===== src/rtl/irq_pkg.sv =====
`default_nettype none
// ============================================================================
//  Module      : irq_pkg
//  Description : Shared types, limits and helpers for the interrupt line
//                arbiter and its priority encoder.
//  Revision    : 1.0 - initial release
// ============================================================================
package irq_pkg;

    // Arbiter request-tracking states
    typedef enum logic [1:0] {
        IDLE    = 2'd0,
        REQ     = 2'd1,
        SERVICE = 2'd2
    } irq_state_t;

    localparam int IRQ_MAX_LINES = 32;

    // Width of a line index for an n-line arbiter
    function automatic int irq_id_w(input int n);
        return $clog2(n);
    endfunction

endpackage
`default_nettype wire


===== src/rtl/irq_prio_enc.sv =====
`default_nettype none
// ============================================================================
//  Module      : irq_prio_enc
//  Description : Combinational lowest-index-first priority encoder.
//  Revision    : 1.0 - initial release
// ============================================================================
module irq_prio_enc #(
    parameter int WIDTH = 16,
    parameter int IDX_W = 4
) (
    input  logic [WIDTH-1:0] vec_i,
    output logic             valid_o,
    output logic [IDX_W-1:0] idx_o
);

    // Scan from the top down so the lowest set index is the last one written
    always_comb begin
        valid_o = |vec_i;
        idx_o   = '0;
        for (int i = WIDTH - 1; i >= 0; i--) begin
            if (vec_i[i]) begin
                idx_o = IDX_W'(i);
            end
        end
    end

endmodule
`default_nettype wire


===== src/rtl/irq_line_arbiter.sv =====
`default_nettype none
// ============================================================================
//  Module      : irq_line_arbiter
//  Description : Latches peripheral interrupt lines as pending, applies a
//                software enable mask and presents one prioritised request,
//                tracking it through take and retire.
//  Revision    : 1.0 - initial release
// ============================================================================
module irq_line_arbiter
    import irq_pkg::*;
#(
    parameter int                 N_LINES   = 16,
    parameter logic [N_LINES-1:0] EDGE_MASK = 16'h00FF
) (
    input  logic                          clk_i,
    input  logic                          rst_i,
    input  logic [N_LINES-1:0]            irq_lines_i,
    input  logic                          mask_we_i,
    input  logic [N_LINES-1:0]            mask_wdata_i,
    input  logic                          irq_taken_i,
    input  logic                          irq_ret_i,
    output logic                          irq_req_o,
    output logic [irq_id_w(N_LINES)-1:0]  irq_id_o,
    output logic [N_LINES-1:0]            pending_o,
    output logic [N_LINES-1:0]            mask_o
);

    localparam int ID_W = irq_id_w(N_LINES);

    irq_state_t         state_q, state_d;
    logic [ID_W-1:0]    id_q, id_d;
    logic [N_LINES-1:0] pend_q, pend_d;
    logic [N_LINES-1:0] mask_q, mask_d;
    logic [N_LINES-1:0] w_elig;
    logic [N_LINES-1:0] w_elig_next;
    logic               w_win_valid;
    logic [ID_W-1:0]    w_win_idx;
    logic               w_take;

    // A take only counts while a request is actually outstanding
    assign w_take = (state_q == REQ) && irq_taken_i;
    assign mask_d = mask_we_i ? mask_wdata_i : mask_q;

    // Per-line pending logic: edge lines keep their own previous sample
    generate
        for (genvar n = 0; n < N_LINES; n++) begin : g_line
            if (EDGE_MASK[n]) begin : g_edge
                logic prev_q;
                logic w_clr;

                assign w_clr     = w_take && (id_q == ID_W'(n));
                // A new edge beats a simultaneous take-clear
                assign pend_d[n] = (irq_lines_i[n] & ~prev_q) | (pend_q[n] & ~w_clr);

                // Previous-cycle sample for rising-edge detection
                always_ff @(posedge clk_i) begin
                    if (rst_i) begin
                        prev_q <= 1'b0;
                    end else begin
                        prev_q <= irq_lines_i[n];
                    end
                end
            end else begin : g_level
                assign pend_d[n] = irq_lines_i[n];
            end
        end
    endgenerate

    // Winner selection uses the registered view; withdrawal looks at the
    // values being loaded this cycle so a drop or mask-off at t clears the
    // request at t+1 rather than t+2.
    assign w_elig      = pend_q & mask_q;
    assign w_elig_next = pend_d & mask_d;

    irq_prio_enc #(
        .WIDTH (N_LINES),
        .IDX_W (ID_W)
    ) u_prio (
        .vec_i   (w_elig),
        .valid_o (w_win_valid),
        .idx_o   (w_win_idx)
    );

    // State, latched id, pending and enable registers
    always_ff @(posedge clk_i) begin
        if (rst_i) begin
            state_q <= IDLE;
            id_q    <= '0;
            pend_q  <= '0;
            mask_q  <= '0;
        end else begin
            state_q <= state_d;
            id_q    <= id_d;
            pend_q  <= pend_d;
            mask_q  <= mask_d;
        end
    end

    // Next-state logic; the id only moves on IDLE -> REQ
    always_comb begin
        state_d = state_q;
        id_d    = id_q;
        case (state_q)
            IDLE: begin
                if (w_win_valid) begin
                    state_d = REQ;
                    id_d    = w_win_idx;
                end
            end
            REQ: begin
                if (irq_taken_i) begin
                    state_d = SERVICE;
                end else if (!w_elig_next[id_q]) begin
                    state_d = IDLE;
                end
            end
            SERVICE: begin
                if (irq_ret_i) begin
                    state_d = IDLE;
                end
            end
            default: begin
                state_d = IDLE;
            end
        endcase
    end

    assign irq_req_o = (state_q == REQ);
    assign irq_id_o  = id_q;
    assign pending_o = pend_q;
    assign mask_o    = mask_q;

endmodule
`default_nettype wire


===== config.mk =====
export PLATFORM = sky130hd
export DESIGN_NAME = irq_line_arbiter
export DESIGN_NICKNAME = d
export VERILOG_FILES = /design/src/rtl/irq_pkg.sv /design/src/rtl/irq_prio_enc.sv /design/src/rtl/irq_line_arbiter.sv
export SDC_FILE = /design/constraint.sdc
export NUM_CORES = 1
export LEC_CHECK = 0
export CORE_UTILIZATION = 47
export CTS_BUF_LIST = sky130_fd_sc_hd__clkbuf_4
export DETAILED_ROUTE_END_ITERATION = 8
export PLACE_DENSITY = 0.86
export SLEW_MARGIN = 20
export SYNTH_ARGS = -nofsm -noshare
export SYNTH_HDL_FRONTEND = slang
export SYNTH_HIERARCHICAL = 1
export SYNTH_SLANG_ARGS = --single-unit

===== constraint.sdc =====
create_clock -name clk_i -period 1.85 [get_ports clk_i]
set_input_delay 0.185 -clock clk_i [delete_from_list [all_inputs] [get_ports clk_i]]
set_output_delay 0.185 -clock clk_i [all_outputs]
set_load 0.1 [all_outputs]

Word-level counts from Yosys, hierarchy flattened
Cells that the tools add are included.
{"block": "classes", "bitwise": 42, "muxes": 24, "reduce_logical": 14, "order_cmp": 1, "n_eq_ne": 12}
{"operator": "4-bit two-way mux", "count": 16}
{"operator": "16-bit bitwise AND", "count": 2}
{"operator": "1-bit bitwise AND", "count": 16}
{"operator": "4-bit by 3-bit equality test with 1-bit output (second input constant)", "count": 4}
{"operator": "16-bit two-way mux", "count": 1}
{"operator": "1-bit NOT", "count": 16}
{"operator": "16-bit OR reduction", "count": 1}
{"operator": "1-bit logical AND", "count": 9}
{"operator": "4-bit by 2-bit equality test with 1-bit output (second input constant)", "count": 2}
{"operator": "2-bit two-way mux", "count": 4}
{"operator": "1-bit bitwise OR", "count": 8}
{"operator": "2-bit one-hot mux with 3 select lines", "count": 1}
{"operator": "4-bit by 5-bit less-than comparator with 1-bit output (second input constant)", "count": 1}
{"operator": "1-bit binary-select mux with 4-bit select", "count": 1}
{"operator": "4-bit by 1-bit equality test with 1-bit output (second input constant)", "count": 1}
{"operator": "4-bit logical NOT", "count": 1}
{"operator": "3-bit != test (second input constant)", "count": 1}
{"operator": "3-bit AND reduction", "count": 1}
{"operator": "2-bit by 1-bit equality test with 1-bit output (second input constant)", "count": 1}
{"operator": "2-bit equality test (second input constant)", "count": 1}
{"operator": "2-bit logical NOT", "count": 1}
{"operator": "2-bit by 1-bit != test with 1-bit output (second input constant)", "count": 1}
{"operator": "2-bit != test (second input constant)", "count": 1}
{"operator": "2-bit AND reduction", "count": 1}
{"operator": "1-bit two-way mux", "count": 1}
{"block": "word_totals", "register_bits": 46, "elab_cells": 105, "input_bits": 37}

Logic depth before layout (Yosys ltp)
{"block": "logic_depth", "ltp_word": 17, "depth_mapped": 8, "ltp_nobuf": 8}

Hierarchy
Netlist, hierarchy kept.
{"module": "irq_line_arbiter", "instances": 1, "cells_per_inst": 216, "area_each_um2": 1984.4}
{"module": "irq_prio_enc", "instances": 1, "cells_per_inst": 34, "area_each_um2": 176.4}

Least setup slack after synthesis
Ideal clock, no wire load.
{"block": "synth_path", "path_kind": "reg-to-reg", "startpoint": "register pend_q[4], in the netlist pending_o[4]", "endpoint": "register id_q[0], in the netlist irq_id_o[0]", "required_ns": 1.722, "period_less_slack_ns": 2.251, "stages_incl_launch_ff": 8, "path_buffers": 0, "path_slack_ns": -0.401, "arrival_time_ns": 2.123, "path_cell_list": "dfxtp_1 and2_1 nor4_2 nand3_1 or3_1 nor3b_2 mux2i_1 nor2_1"}
{"item": "start, declared", "line_no": "irq_line_arbiter.sv:32", "text": "logic [N_LINES-1:0] pend_q, pend_d;"}
{"item": "start signal, assigned", "line_no": "irq_line_arbiter.sv:94", "text": "pend_q <= pend_d;"}
{"item": "16-bit bitwise AND", "line_no": "irq_line_arbiter.sv:72", "text": "assign w_elig = pend_q & mask_q;"}
{"item": "named net w_elig[4]", "line_no": "irq_line_arbiter.sv:34", "text": "logic [N_LINES-1:0] w_elig;"}
{"item": "16-bit OR reduction", "line_no": "irq_prio_enc.sv:18", "text": "valid_o = |vec_i;"}
{"item": "named net w_win_valid", "line_no": "irq_line_arbiter.sv:36", "text": "logic w_win_valid;"}
{"item": "2-bit AND reduction (no line)"}
{"item": "end signal, assigned", "line_no": "irq_line_arbiter.sv:93", "text": "id_q <= id_d;"}
{"item": "end, declared", "line_no": "irq_line_arbiter.sv:31", "text": "logic [ID_W-1:0] id_q, id_d;"}
The timed path passes the listed nets, and every way through them passes these cells.
A chain may end at the register's enable or synchronous reset.

Worst setup path after layout
{"block": "layout_path", "startpoint": "register mask_q[6], in the netlist mask_o[6]", "endpoint": "register id_q[1], in the netlist irq_id_o[1]"}
{"item": "start, declared", "line_no": "irq_line_arbiter.sv:33", "text": "logic [N_LINES-1:0] mask_q, mask_d;"}
{"item": "start signal, assigned", "line_no": "irq_line_arbiter.sv:95", "text": "mask_q <= mask_d;"}
{"item": "16-bit bitwise AND", "line_no": "irq_line_arbiter.sv:72"}
{"item": "named net w_elig[6]", "line_no": "irq_line_arbiter.sv:34"}
{"item": "16-bit OR reduction", "line_no": "irq_prio_enc.sv:18"}
{"item": "named net w_win_valid", "line_no": "irq_line_arbiter.sv:36"}
{"item": "2-bit AND reduction (no line)"}
The timed path passes the listed nets, and every way through them passes these cells.

==> metrics.txt <==
status finished clean; RSZ-0062 raised after global routing yes; CP Capture Type register; routed length per instance 15.0 um; CTS tree yes; Max Fclk 0.547 GHz; largest net degree at the start of global routing 26; Post-Synthesis Mean Instance Area 8.64 um2; worst slew pin tran between 0.3 and 0.4 ns; CTS H-tree depth 2; Clk network pwr share around 18%; PwrDens between 800 and 900 mW/mm2; ANT nets after route 0; Worst Path Required about 2.1 ns; GRT Residual Overflow 0; initial detailed-routing violation count 156; Cell Count, Final, Fillers Out 389; crit-path max cell delay 0.38 ns; GPL Wtd Cong approximately 0.9; Internal 1520 uW; I/O pin cnt 74; drt pass-1 iters 5; root buffer cell clkbuf_4; Hold Path End pending_o[13]; Sw Share about two fifths; CP Buf/Inv Count 0; skew final 0.0202 ns; first-pass GRT wire length 9.69 mm; ys flop type dfxtp_1; # setup viols final 0; GRT Total Usage 24.9%; CTS Hold Bufs 0; Synth Warn # 6; Via density 5.49; Starting Density 49.3%; Die Ht 69.8 um; Combinational Power Share a little under two fifths; Diodes inserted 0; worst flop-to-flop path endpoint irq_id_o[1]; startpoint of the worst hold path irq_lines_i[13]; Sequential Power Share 44.2%; CP arrival about 2.1 ns; setup slack after layout between 0.02 and 0.025 ns; Nets 373; Synth top area share 42.6%; R2R Setup Slk 0.02 ns; Crit Path Class register to register; Placed Cells incl. Taps approximately 380; initial antenna violation count 0; Row Count 24; Synth cell types 45; CP delay by family, top simple AND/OR/NAND/NOR gates; count leader, synth dfxtp_1; vias about 2,100; multi-input logic area between 0.001 and 0.0015 mm2; WL final around 6 mm; FF+latch area 996 um2; Yosys reg bits 46; TritonCTS Buffers 5; Leak around 0.0013 uW; type of origin of the critical path register; worst r2r src mask_o[6]; drt drc 0; share of layout cells above drive strength 1 31.2%; ranking of synthesized cells by area dfxtp_1 43%, mux2i_1 8.3%, nor2_1 6.6%; vias in the first global route 2,064; Max Cap Viol 0; Switching Power 1030 uW; die area 0.00487 mm2; Post-synth ARST share 0%; area delta synth->final 43.0%; HPWL Detailed 4.39 mm; crit path max fanout 7; die width approximately 70 um; number of synthesized flops with an enable pin 0; final hold vios 0; Tmin final 1.83 ns; port buffer count 73; Worst VDD drop 477 uV; crit path cell chain and2_4 -> nor4_4 -> nand3_1 -> or3_1 -> nor3b_4 -> mux2i_1 -> nor2_1; Cells after Synth 250; Hold Path Depth 3; pre-CTS setup slack -0.225 ns; Core ar. 0.00438 mm2; Final Max Slew Viols 0; clk buf depth 2; worst hold path type input port to register; clock latency on the worst-skew pair 0.37 ns; sequential-to-total area share from yosys stat 42.6%; CTS sink count 46; # fillers 360; syn_nets 287; Synth top cells by count 46 x dfxtp_1, 38 x nor2_1, 20 x nor2b_1; Yosys top cell by area dfxtp_1; worst-case reg-to-reg path depth 7; CTS clk-pin slew, worst paths ~0.14 ns; ratio of final minimum period to clock period a little over nine tenths; Max stage delay cell, worst path dfxtp_4; Mapped Area 0.00216 mm2; relative slew slack 74.1%
power groups by stage:
stage	Clock (uW)	Sequential (uW)	Combinational [uW]
CTS	457	1120	967
floorplan	0	1510	306
global route	498	1140	1020
detailed placement	0	1150	949
finish	450	1130	974
global placement	0	1140	938
kinds of logic after synthesis:
kind of cell	share of synthesized area, %
and+or+nand+nor	29.5
muxes	8.34
DFF	42.6
AOI/OAI and AO/OA	15.3
buffers and inverters	4.23
metal layers:
layer / part of all wire [%] / GRT usage, %
met1: 44 / 32.7
met3: 6.8 / 5.52
met4: 1.3 / 7.11
met2: 48 / 40.9
met5: 0 / 0
layout by cell type (no fill, tap or decap), types with 2 or more instances in the layout:
| master | netlist | layout |
|---|---|---|
| dfxtp_4 | 0 | 12 |
| and2_4 | 0 | 3 |
| o21ai_0 | 14 | 14 |
| nor2b_1 | 20 | 20 |
| dfxtp_2 | 0 | 24 |
| inv_1 | 9 | 9 |
| o221ai_1 | 4 | 4 |
| and2_1 | 16 | 13 |
| clkinv_1 | 0 | 3 |
| nand2b_1 | 14 | 14 |
| dfxtp_1 | 46 | 10 |
| a21oi_1 | 17 | 17 |
| buf_12 | 1 | 2 |
| clkbuf_4 | 0 | 5 |
| o311a_1 | 2 | 2 |
| nor2_1 | 38 | 38 |
| o22ai_1 | 2 | 2 |
| buf_4 | 0 | 50 |
| clkdlybuf4s50_1 | 0 | 36 |
| a31oi_1 | 2 | 2 |
| nand2_1 | 11 | 11 |
| nand3_1 | 2 | 2 |
| mux2i_1 | 18 | 18 |
worst max-delay path by stage:
stage,from,end,cells past startpoint
2_1_floorplan,pending_o[2],irq_id_o[0],7
3_3_place_gp,mask_we_i,state_q[0],7
3_5_place_dp,mask_we_i,state_q[0],7
4_1_cts,pending_o[5],irq_id_o[1],7
5_1_grt,pending_o[6],irq_id_o[1],7
6_report,mask_o[6],irq_id_o[1],7
cell type report:
type | instances | area share [%]
multi-input combinational | 186 | 37.9
sequential | 46 | 32.2
timing repair buffer | 88 | 25.1
tap | 52 | 2.11
clock buffer | 5 | 1.21
inverter | 9 | 1.09
clock inverter | 3 | 0.364
through the flow:
stage | power [uW] | hold slack (ns) | TNS (ns) | utilization, % | cell area, um2
floorplan | 1810 | 0.307 | 0 | - | 2240
global placement | 2080 | 0.487 | -0.146 | 68.4 | 3000
detailed placement | 2100 | 0.492 | -0.236 | 68.4 | 3000
CTS | 2550 | 0.351 | 0 | 70.3 | 3080
global route | 2650 | 0.359 | -0.107 | 70.5 | 3090
finish | 2550 | 0.338 | 0 | 70.5 | 3090
worst min-delay path: stages:
cell and delay [ns]:
clkdlybuf4s50_1 0.39, inv_1 0.07, nor2_1 0.04
repair_timing:
item	in CTS	in global routing
pin swaps	4	6
resized for setup	4	2
setup endpoints to repair	5	5
setup buffers	2	1
registers in the layout, summed over array words and instances, names as in the netlist:
register              count
irq_id_o                  4
g_line.g_edge.prev_q      8
state_q                   2
mask_o                   16
pending_o                16
Power figures use the tool's default switching activity.
==> variant (same settings) <==
Put a register stage on the output `irq_req_o`. The value now appears one clock later. The other outputs are not delayed to match.
--- a/src/rtl/irq_line_arbiter.sv
+++ b/src/rtl/irq_line_arbiter.sv
@@ -125,7 +125,9 @@
         endcase
     end
 
-    assign irq_req_o = (state_q == REQ);
+    always_ff @(posedge clk_i) begin
+        irq_req_o <= (state_q == REQ);
+    end
     assign irq_id_o  = id_q;
     assign pending_o = pend_q;
     assign mask_o    = mask_q;
Behaviour: not the same (a bounded check fails within 4 cycles, from zero or initial values and one cycle with rst_i high).
==> variant against the original RTL <==
Critical path depth stayed put. Total power increased by 2.6%. Final cell count shrank 0.51%. Die area increased by 0.90%. Setup slack got worse by 0.014 ns. Final area decreased by 0.12%. Routed wire length fell by 1.4%. Clock power is 15% higher. Sequential cell count rose by 1. Area after synthesis rose by 0.93%. Critical path type unchanged. Critical endpoint is now irq_id_o[2]. Largest power group unchanged.
==> variant: results (changes against the original RTL) <==
STATUS='finished, final reports clean'
DR.FIRST_ITER.DRC_COUNT=114  # -27%
LEAKAGE_nW=1.32  # about the same
VDD_IR_DROP_MAX_V=0.000653  # +37%
AVGVIACOUNTPERCELL=5.38  # -2.0%
GRT_PASS1_VIAS=1891  # -8.4%
CRITICAL_PATH.REG2REG.STARTPOINT='mask_o[4]'
PART_OF_THE_YOSYS_AREA_USED_FOR_SEQUENTIAL_ELEMENTS=0.431  # +0.00527
PIN_COUNT_OF_THE_BIGGEST_NET_ENTERING_GLOBAL_ROUTING=27  # +3.8%
WORST_EP_ARRIVAL_TIME_NS=2.11  # +0.02 ns
PATH_CLK_SLEW_NS=0.13
ACHIEVABLE-FREQUENCY_GHz=0.543  # -0.74%
NUM_ANTENNA_CELLS=0  # unchanged
FILLERS=386  # +7.2%
WIRE_LENGTH_AFTER_DETAILED_ROUTING_UM=5760  # -1.4%
MAPPEDNETLISTNETS=288  # +0.35%
FINAL_CELLS=387  # -0.51%
FINAL_NET_COUNT=371  # -0.54%
GR-USAGE-ALL-LAYERS=0.236  # -0.0127
NUMPORTBUFFERS=73  # unchanged
DETAILED_PLACE_HPWL_UM=4310  # -1.7%
DETAILEDPLACE.WORSTSLACK_NS=-0.195  # +0.0296 ns
DRT_FIRST_PASS_ITERS=4  # -1
CRITPATHCAPTURE='irq_id_o[2]'
DPL.CELL_COUNT=378  # unchanged
WORSTMARGINPINSLEW_NS=0.437  # +0.0483 ns
FINAL_LAYOUT_SIZE_SUFFIX_GT1_FRAC=0.313  # +0.00186
FIN_WORST_SKEW_NS=0.00769  # -0.0125 ns
SYN-MEAN-INSTANCE-AREA_UM2=8.69  # +0.52%
YS_TOP_CELLS_BY_AREA='sky130_fd_sc_hd__dfxtp_1 (43%), sky130_fd_sc_hd__mux2i_1 (8.3%), sky130_fd_sc_hd__nor2_1 (6.5%)'
SYNTH.CELLS.MOST_FREQUENT='sky130_fd_sc_hd__dfxtp_1 (47), sky130_fd_sc_hd__nor2_1 (38), sky130_fd_sc_hd__nor2b_1 (20), sky130_fd_sc_hd__mux2i_1 (18), sky130_fd_sc_hd__a21oi_1 (17)'
GLOBALPLACE.CONGESTION=0.903  # -2.5%
GRT_FIRST_PASS_WIRELENGTH_UM=9050  # -6.7%
-- variant: per-layer routing --
layer  track usage  vias up  wire length [um]
met3        0.0433       12               333
met2         0.378       78              2720
met1         0.313      965              2590
met4        0.0956        0               119
met5             0        -                 0
li1              -     1026                 -
-- variant: area by class of cell --
type	count	area share
Clock buffer	8	0.0195
Inverter	9	0.0109
Multi-Input combinational cell	186	0.379
Sequential cell	47	0.329
Tap cell	52	0.0211
Timing Repair Buffer	85	0.240
-- variant: report_power, final --
group          leakage, nW  internal, mW  switching [mW]
sequential           0.405          1.09          0.0658
clock               0.0368         0.196           0.321
combinational        0.882         0.305           0.641
-- variant: kinds of logic after synthesis --
kind of cell | after synthesis | synth area share
muxes | 18 | 0.0826
DFF | 47 | 0.431
AOI/OAI and AO/OA | 51 | 0.151
buffers and inverters | 18 | 0.0419
and+or+nand+nor | 117 | 0.293
-- variant: worst reg2reg max path: stages, from the launching register on --
cell and delay [ns]:
sky130_fd_sc_hd__dfxtp_4 0.37, sky130_fd_sc_hd__and2_4 0.17, sky130_fd_sc_hd__nor4_4 0.28, sky130_fd_sc_hd__nand3_1 0.14
sky130_fd_sc_hd__or3_1 0.34, sky130_fd_sc_hd__nor3b_4 0.19, sky130_fd_sc_hd__a21oi_1 0.19, sky130_fd_sc_hd__nor2_1 0.05
-- variant: how the worst min path moves through the flow --
stage                    endpoint  slack (ns)
floorplan           pending_o[13]        0.31
CTS                 pending_o[13]        0.37
global route         pending_o[9]        0.38
detailed placement   pending_o[3]        0.49
finish              pending_o[13]        0.37
global placement     pending_o[2]        0.48
-- variant: timing repair --
action,4_1_cts,5_1_grt
setup buffers,0,1
hold buffers,0,0
gates resized for setup,0,8
endpoints found under the setup margin,0,5
